$ cat src/rtl/loop_nco.sv
// loop_nco: numerically controlled oscillator for the CDR loop.
// Converts the loop-filter control word speed_var into a phase step,
// accumulates phase, and emits edge (wrap) and centre (half-phase) strobes.
// Optional lock detector is built when LOOP_NCO_LOCK_DET_EN is defined;
// otherwise locked is tied low.
module loop_nco #(
   parameter int ACC_W      = 16,
   parameter int BASE_INC   = 4096,
   parameter int GAIN_SHIFT = 2,
   parameter int LOCK_WIN   = 4,
   parameter int LOCK_CNT   = 255
) (
   input  logic             clk,
   input  logic             rst,
   input  logic             en,
   input  logic [7:0]       speed_var,
   output logic             edge_stb,
   output logic             center_stb,
   output logic [ACC_W-1:0] phase,
   output logic [ACC_W-1:0] inc,
   output logic             locked
);

   // Step arithmetic is done signed with two guard bits so the offset
   // term can go negative before clamping.
   localparam int RW = ACC_W + 2;
   localparam logic signed [RW-1:0] INC_MAX  = RW'(2**(ACC_W-1));
   localparam logic signed [RW-1:0] INC_MIN  = RW'(1);
   localparam logic signed [RW-1:0] INC_BASE = RW'(BASE_INC);
   localparam logic signed [RW-1:0] OFF_MID  = RW'(128);

   logic signed [RW-1:0] off;
   logic signed [RW-1:0] raw;
   logic [ACC_W-1:0]     inc_nxt;
   logic [ACC_W:0]       sum;

   // Step from control word, clamped so a period is never shorter than 2 cycles.
   always_comb begin
      off = $signed({{(RW-8){1'b0}}, speed_var}) - OFF_MID;
      raw = INC_BASE + (off <<< GAIN_SHIFT);
      if (raw < INC_MIN)
         inc_nxt = ACC_W'(1);
      else if (raw > INC_MAX)
         inc_nxt = INC_MAX[ACC_W-1:0];
      else
         inc_nxt = raw[ACC_W-1:0];
   end

   assign sum = {1'b0, phase} + {1'b0, inc};

   // Step register tracks speed_var every cycle, independent of en.
   always_ff @(posedge clk or posedge rst) begin
      if (rst)
         inc <= ACC_W'(BASE_INC);
      else
         inc <= inc_nxt;
   end

   // Phase accumulator with registered wrap and half-phase strobes.
   always_ff @(posedge clk or posedge rst) begin
      if (rst) begin
         phase      <= '0;
         edge_stb   <= 1'b0;
         center_stb <= 1'b0;
      end else if (en) begin
         phase      <= sum[ACC_W-1:0];
         edge_stb   <= sum[ACC_W];
         center_stb <= ~phase[ACC_W-1] & sum[ACC_W-1];
      end else begin
         edge_stb   <= 1'b0;
         center_stb <= 1'b0;
      end
   end

`ifdef LOOP_NCO_LOCK_DET_EN
   localparam int CW = $clog2(LOCK_CNT + 1);

   logic [7:0]        ref_sv;
   logic              first_edge;
   logic [CW-1:0]     lock_cnt;
   logic signed [8:0] diff;
   logic [8:0]        diff_abs;
   logic              stable;

   // Distance between the current control word and the one seen at the last edge.
   always_comb begin
      diff     = $signed({1'b0, speed_var}) - $signed({1'b0, ref_sv});
      diff_abs = diff[8] ? $unsigned(-diff) : $unsigned(diff);
      stable   = (diff_abs <= 9'(LOCK_WIN));
   end

   // Count consecutive stable edges; the first edge after reset only seeds ref_sv.
   always_ff @(posedge clk or posedge rst) begin
      if (rst) begin
         ref_sv     <= 8'd128;
         first_edge <= 1'b1;
         lock_cnt   <= '0;
      end else if (edge_stb) begin
         ref_sv     <= speed_var;
         first_edge <= 1'b0;
         if (!first_edge) begin
            if (!stable)
               lock_cnt <= '0;
            else if (lock_cnt != CW'(LOCK_CNT))
               lock_cnt <= lock_cnt + 1'b1;
         end
      end
   end

   assign locked = (lock_cnt == CW'(LOCK_CNT));
`else
   logic unused_lock_cfg;
   assign unused_lock_cfg = (LOCK_WIN == LOCK_CNT);
   assign locked          = 1'b0;
`endif

endmodule

$ cat config.mk
export PLATFORM = sky130hd
export DESIGN_NAME = loop_nco
export DESIGN_NICKNAME = d
export VERILOG_FILES = /design/src/rtl/loop_nco.sv
export SDC_FILE = /design/constraint.sdc
export NUM_CORES = 1
export LEC_CHECK = 0
export ABC_AREA = 1
export BUFFER_PORTS_ARGS = -buffer_cell sky130_fd_sc_hd__buf_2
export CORE_AREA = 3 3 65 67
export DETAILED_ROUTE_END_ITERATION = 10
export DIE_AREA = 0 0 68 70
export PLACE_DENSITY_LB_ADDON = 0.08
export SLEW_MARGIN = 20
export SYNTH_ARGS = -nofsm -noshare
export SYNTH_HDL_FRONTEND = slang
export SYNTH_SLANG_ARGS = --single-unit
$ cat constraint.sdc
create_clock -name clk -period 1.55 [get_ports clk]
set_input_delay 0.0775 -clock clk [delete_from_list [all_inputs] [get_ports clk]]
set_output_delay 0.0775 -clock clk [all_outputs]
set_load 0.05 [all_outputs]
==> impl_summary.log <==
INFO  metric hp-start = en
INFO  metric total_length_of_routed_met2_wires = 2164 microns
INFO  metric max_stage_delay = 430 ps
INFO  metric n_antenna_cell = 0
INFO  metric setup.worst_path.start_class = flop
INFO  metric finalSetupViolCount = 8
INFO  metric path_clk_slew = 90 ps
INFO  metric number_of_buffers_inserted_by_port_buffering = 37
INFO  metric layout_min_cycle_time = 1748 ps
INFO  metric p_per_area = 2058 nW/um^2
INFO  metric timing.reg2reg.setup_slack = -200 ps
INFO  metric distinct_cells_synth = 25
INFO  metric placeableCoreArea = 3689 sq um
INFO  metric die_x = 68 microns
INFO  metric worst_hold_depth = 3
INFO  metric detailroute.wirelength.met3 = 195 microns
INFO  metric design_power_total = ~5500 uW
INFO  metric required = roughly 1800 ps
INFO  metric most_frequent_cells_after_synthesis = sky130_fd_sc_hd__nand2_1 (77), sky130_fd_sc_hd__inv_1 (40), sky130_fd_sc_hd__dfrtp_1 (24)
INFO  metric buffer_depth_of_the_longest_clock_path = 2
INFO  metric antenna_found_initial = 0
INFO  metric synth_area_leader_cell = sky130_fd_sc_hd__dfrtp_1
INFO  metric clkPwrFrac = 7.3%
INFO  metric avgRoutedWirePerCell = 12.32 microns
INFO  metric synth_flop_cell = sky130_fd_sc_hd__dfrtp_1
INFO  metric min_delay_worst_endpoint = phase[8]
INFO  metric tritoncts_clock_tree = built
INFO  metric wirelength = 4387 microns
INFO  metric final_clock_period_utilization_by_the_worst_path = 112.8%
INFO  metric max_slew.worst_pin.slew = 565.1 ps
INFO  metric drv_cap = 0
INFO  metric pin_count = 46
INFO  metric vdd.ir_drop.worst = 1097 uV
INFO  metric timing.reg2reg.worst_path_depth = 11
INFO  metric power_report.internal_total = 2693 uW
INFO  metric synth_seq_area_share = 38.54%
INFO  metric global_route_wire_length_before_repair = 6989 microns
INFO  metric post_synth_instance_area = 1627 sq um
INFO  metric critical_path_top_delay_cell = sky130_fd_sc_hd__dfrtp_2
INFO  metric final_slew_violations = 0
INFO  metric regArea = 653.1 sq um
INFO  metric die-area = 4760 sq um
INFO  metric async_flop_share = 100.0%
INFO  metric grt_max_degree = 26
INFO  metric gp_congestion = 0.8758
INFO  metric cell_type_with_the_highest_occurrence_count_on_the_critical_path = sky130_fd_sc_hd__nand2_1
INFO  metric gate_count_post_synth = approximately 220
INFO  metric dpl.hpwl = 2910 microns
INFO  metric postLayoutSetupSlackWorst = -197.7 ps
INFO  metric status = finished, violations left
INFO  metric power.share.combinational = 73.1%
INFO  metric synth_most_common_cell = sky130_fd_sc_hd__nand2_1
INFO  metric violations = negative setup slack
INFO  metric final_layout_size_suffix_gt1_share = 54.87%
INFO  metric number_of_global_route_vias_before_repair = 1589
INFO  metric drc = 0
INFO  metric timing.hold.ws = ~240 ps
INFO  metric start_util = around 44%
INFO  metric synth-seq-cells = 25
INFO  metric worstSkewPairLatency = 270 ps
INFO  metric max_slew_margin = ~62%
INFO  metric postSynthAreaPerCell = 7.294 sq um
INFO  metric design_area = 2675 sq um
INFO  metric cts_root_buffer = sky130_fd_sc_hd__clkbuf_8
INFO  metric crit_chain = ha_4 -> nand2_1 -> inv_1 -> nand2_1 -> nand2_1 -> nand2_1 -> nand3_2 -> nand2_1 -> nor2_1 -> ha_1 -> o21ai_1
INFO  metric post_drt_via_cell_ratio = approximately 4.6
INFO  metric finalClockSkew = 3.024 ps
INFO  metric critical_path_peak_fanout = 3
INFO  metric die_height = roughly 70 microns
INFO  metric via_count = 1651
INFO  metric power_switching_share = 51.07%
INFO  metric synth_enable_flop_cells = 0
INFO  metric htree_num_levels = 1
INFO  metric netlist.area_leader.share = 36.92%
INFO  metric timing.setup.critical_path_class = reg2reg
INFO  metric ys_warn_count = 0
INFO  metric total_leakage_power = about 0.0014 uW
INFO  metric cts-buffers-inserted = 3
INFO  metric rsz0062_at_grt = true
INFO  metric clock.fmax = about 570 MHz
INFO  metric p_sw = 2812 uW
INFO  metric sequential_cell_fraction_of_total_power = 19.6%
INFO  metric num_rows = 22
INFO  metric final.fill_count = around 280
INFO  metric ant_nets = 0
INFO  metric hold_violations = 0
INFO  metric tritoncts_sinks = 25
INFO  metric min_path_type = in2reg
INFO  metric fin_nets = 333
INFO  metric worstPathArrival = 1950 ps
INFO  metric placedInstanceArea = about 2200 sq um
INFO  metric multiInputGateArea = 1151 sq um
INFO  metric met1Wirelength = 1892 microns
INFO  metric synth.top_cells.by_area = sky130_fd_sc_hd__dfrtp_1 (37%), sky130_fd_sc_hd__nand2_1 (18%), sky130_fd_sc_hd__ha_1 (9.2%)
INFO  metric top_signal_layer_used = met4
INFO  metric grt_overflow_total = 0
INFO  metric grt_usage = 18.97%
INFO  metric drt_iter0_drc = 55
INFO  metric worstReg2RegEnd = phase[15]
INFO  metric firstDrtPassIters = 4
INFO  metric flow.area_growth_from_synthesis = 64.46%
INFO  metric setup.worst_path.end_class = flop
INFO  metric worst_r2r_startpoint = phase[8]
-- registers in the layout (all words and copies together), names as in the netlist --
signal and count:
center_stb 1, phase 14, inc 9, edge_stb 1
-- area by class of cell --
| class | instances | share of cell area, % |
|---|---|---|
| inverters | 42 | 6.268 |
| multi-input cells | 151 | 43.03 |
| clock buffers | 4 | 1.684 |
| flip-flops and latches | 25 | 24.42 |
| repair buffers | 86 | 22.36 |
| well taps | 48 | 2.245 |
-- cell families after synthesis --
| logic type | Yosys count | share of synthesized area [%] |
|---|---|---|
| adder cells (fa/ha/maj) | 13 | 10.46 |
| other | 1 | 0.2305 |
| AND/OR/NAND/NOR | 112 | 29.54 |
| XOR/XNOR | 2 | 1.077 |
| AO/OA/AOI/OAI | 16 | 5.308 |
| flip-flops | 25 | 38.54 |
| buffers and inverters | 54 | 14.85 |
-- per-layer routing --
layer	global-route usage [%]	vias up
met5	0	-
met4	6.623	0
met3	3.537	16
met2	31.16	47
met1	24.32	751
li1	-	837
-- how the worst max path moves through the flow --
stage	cells past startpoint	start	to
6_report	11	phase[8]	phase[15]
5_1_grt	11	inc[8]	phase[15]
4_1_cts	9	inc[11]	phase[15]
3_5_place_dp	9	inc[11]	phase[15]
3_3_place_gp	9	inc[11]	phase[15]
2_1_floorplan	9	inc[11]	phase[15]
-- layout by cell type (no fill, tap or decap), types with 4 or more instances in the layout --
cell / count
sky130_fd_sc_hd__nand3_1: 5
sky130_fd_sc_hd__ha_4: 11
sky130_fd_sc_hd__buf_6: 6
sky130_fd_sc_hd__o21ai_1: 4
sky130_fd_sc_hd__inv_4: 4
sky130_fd_sc_hd__dlygate4sd3_1: 9
sky130_fd_sc_hd__nand2_1: 59
sky130_fd_sc_hd__nand2_4: 11
sky130_fd_sc_hd__inv_1: 30
sky130_fd_sc_hd__dfrtp_2: 18
sky130_fd_sc_hd__dfrtp_1: 5
sky130_fd_sc_hd__inv_2: 8
sky130_fd_sc_hd__nand2_2: 11
sky130_fd_sc_hd__nor2_1: 5
sky130_fd_sc_hd__buf_2: 37
sky130_fd_sc_hd__nand3_2: 10
sky130_fd_sc_hd__conb_1: 8
sky130_fd_sc_hd__buf_4: 34
-- per-stage QoR --
step | cells | setup TNS, ps | utilization (%) | setup WS [ps]
finish | 356 | -787.4 | 72.52 | -197.7
global route | 356 | -1599 | 72.52 | -307.8
CTS | 351 | -443.3 | 67.06 | -165.5
detailed placement | 334 | -778.9 | 60.24 | -192.5
global placement | 334 | -633.0 | 60.24 | -158.4
floorplan | 230 | -930.8 | - | -253.2
-- power groups by stage --
| stage | combinational [uW] | clock (uW) | sequential, uW |
|---|---|---|---|
| after floorplan | 1510 | 0 | 1780 |
| after CTS | 3510 | 403 | 1080 |
| after detailed placement | 3160 | 0 | 1090 |
| final | 4030 | 400 | 1080 |
| after global placement | 3150 | 0 | 1090 |
| after global routing | 4380 | 432 | 1110 |
-- worst max-delay path, delay by kind of cell (launching register included) --
kind	cells	cell delay, ps
and+or+nand+nor	7	550
adders and majority gates	2	500
DFF	1	430
AOI/OAI and AO/OA	1	110
buffers and inverters	1	90
-- timing repair --
item                                    in CTS  in global routing
endpoints found under the setup margin       8                 12
setup buffers                                4                  7
resized for setup                           28                 42
pin swaps                                   19                 24
hold endpoints to repair                    33                  0
hold buffers                                 9                  0
Note: power is estimated with default switching activity, not from simulation.
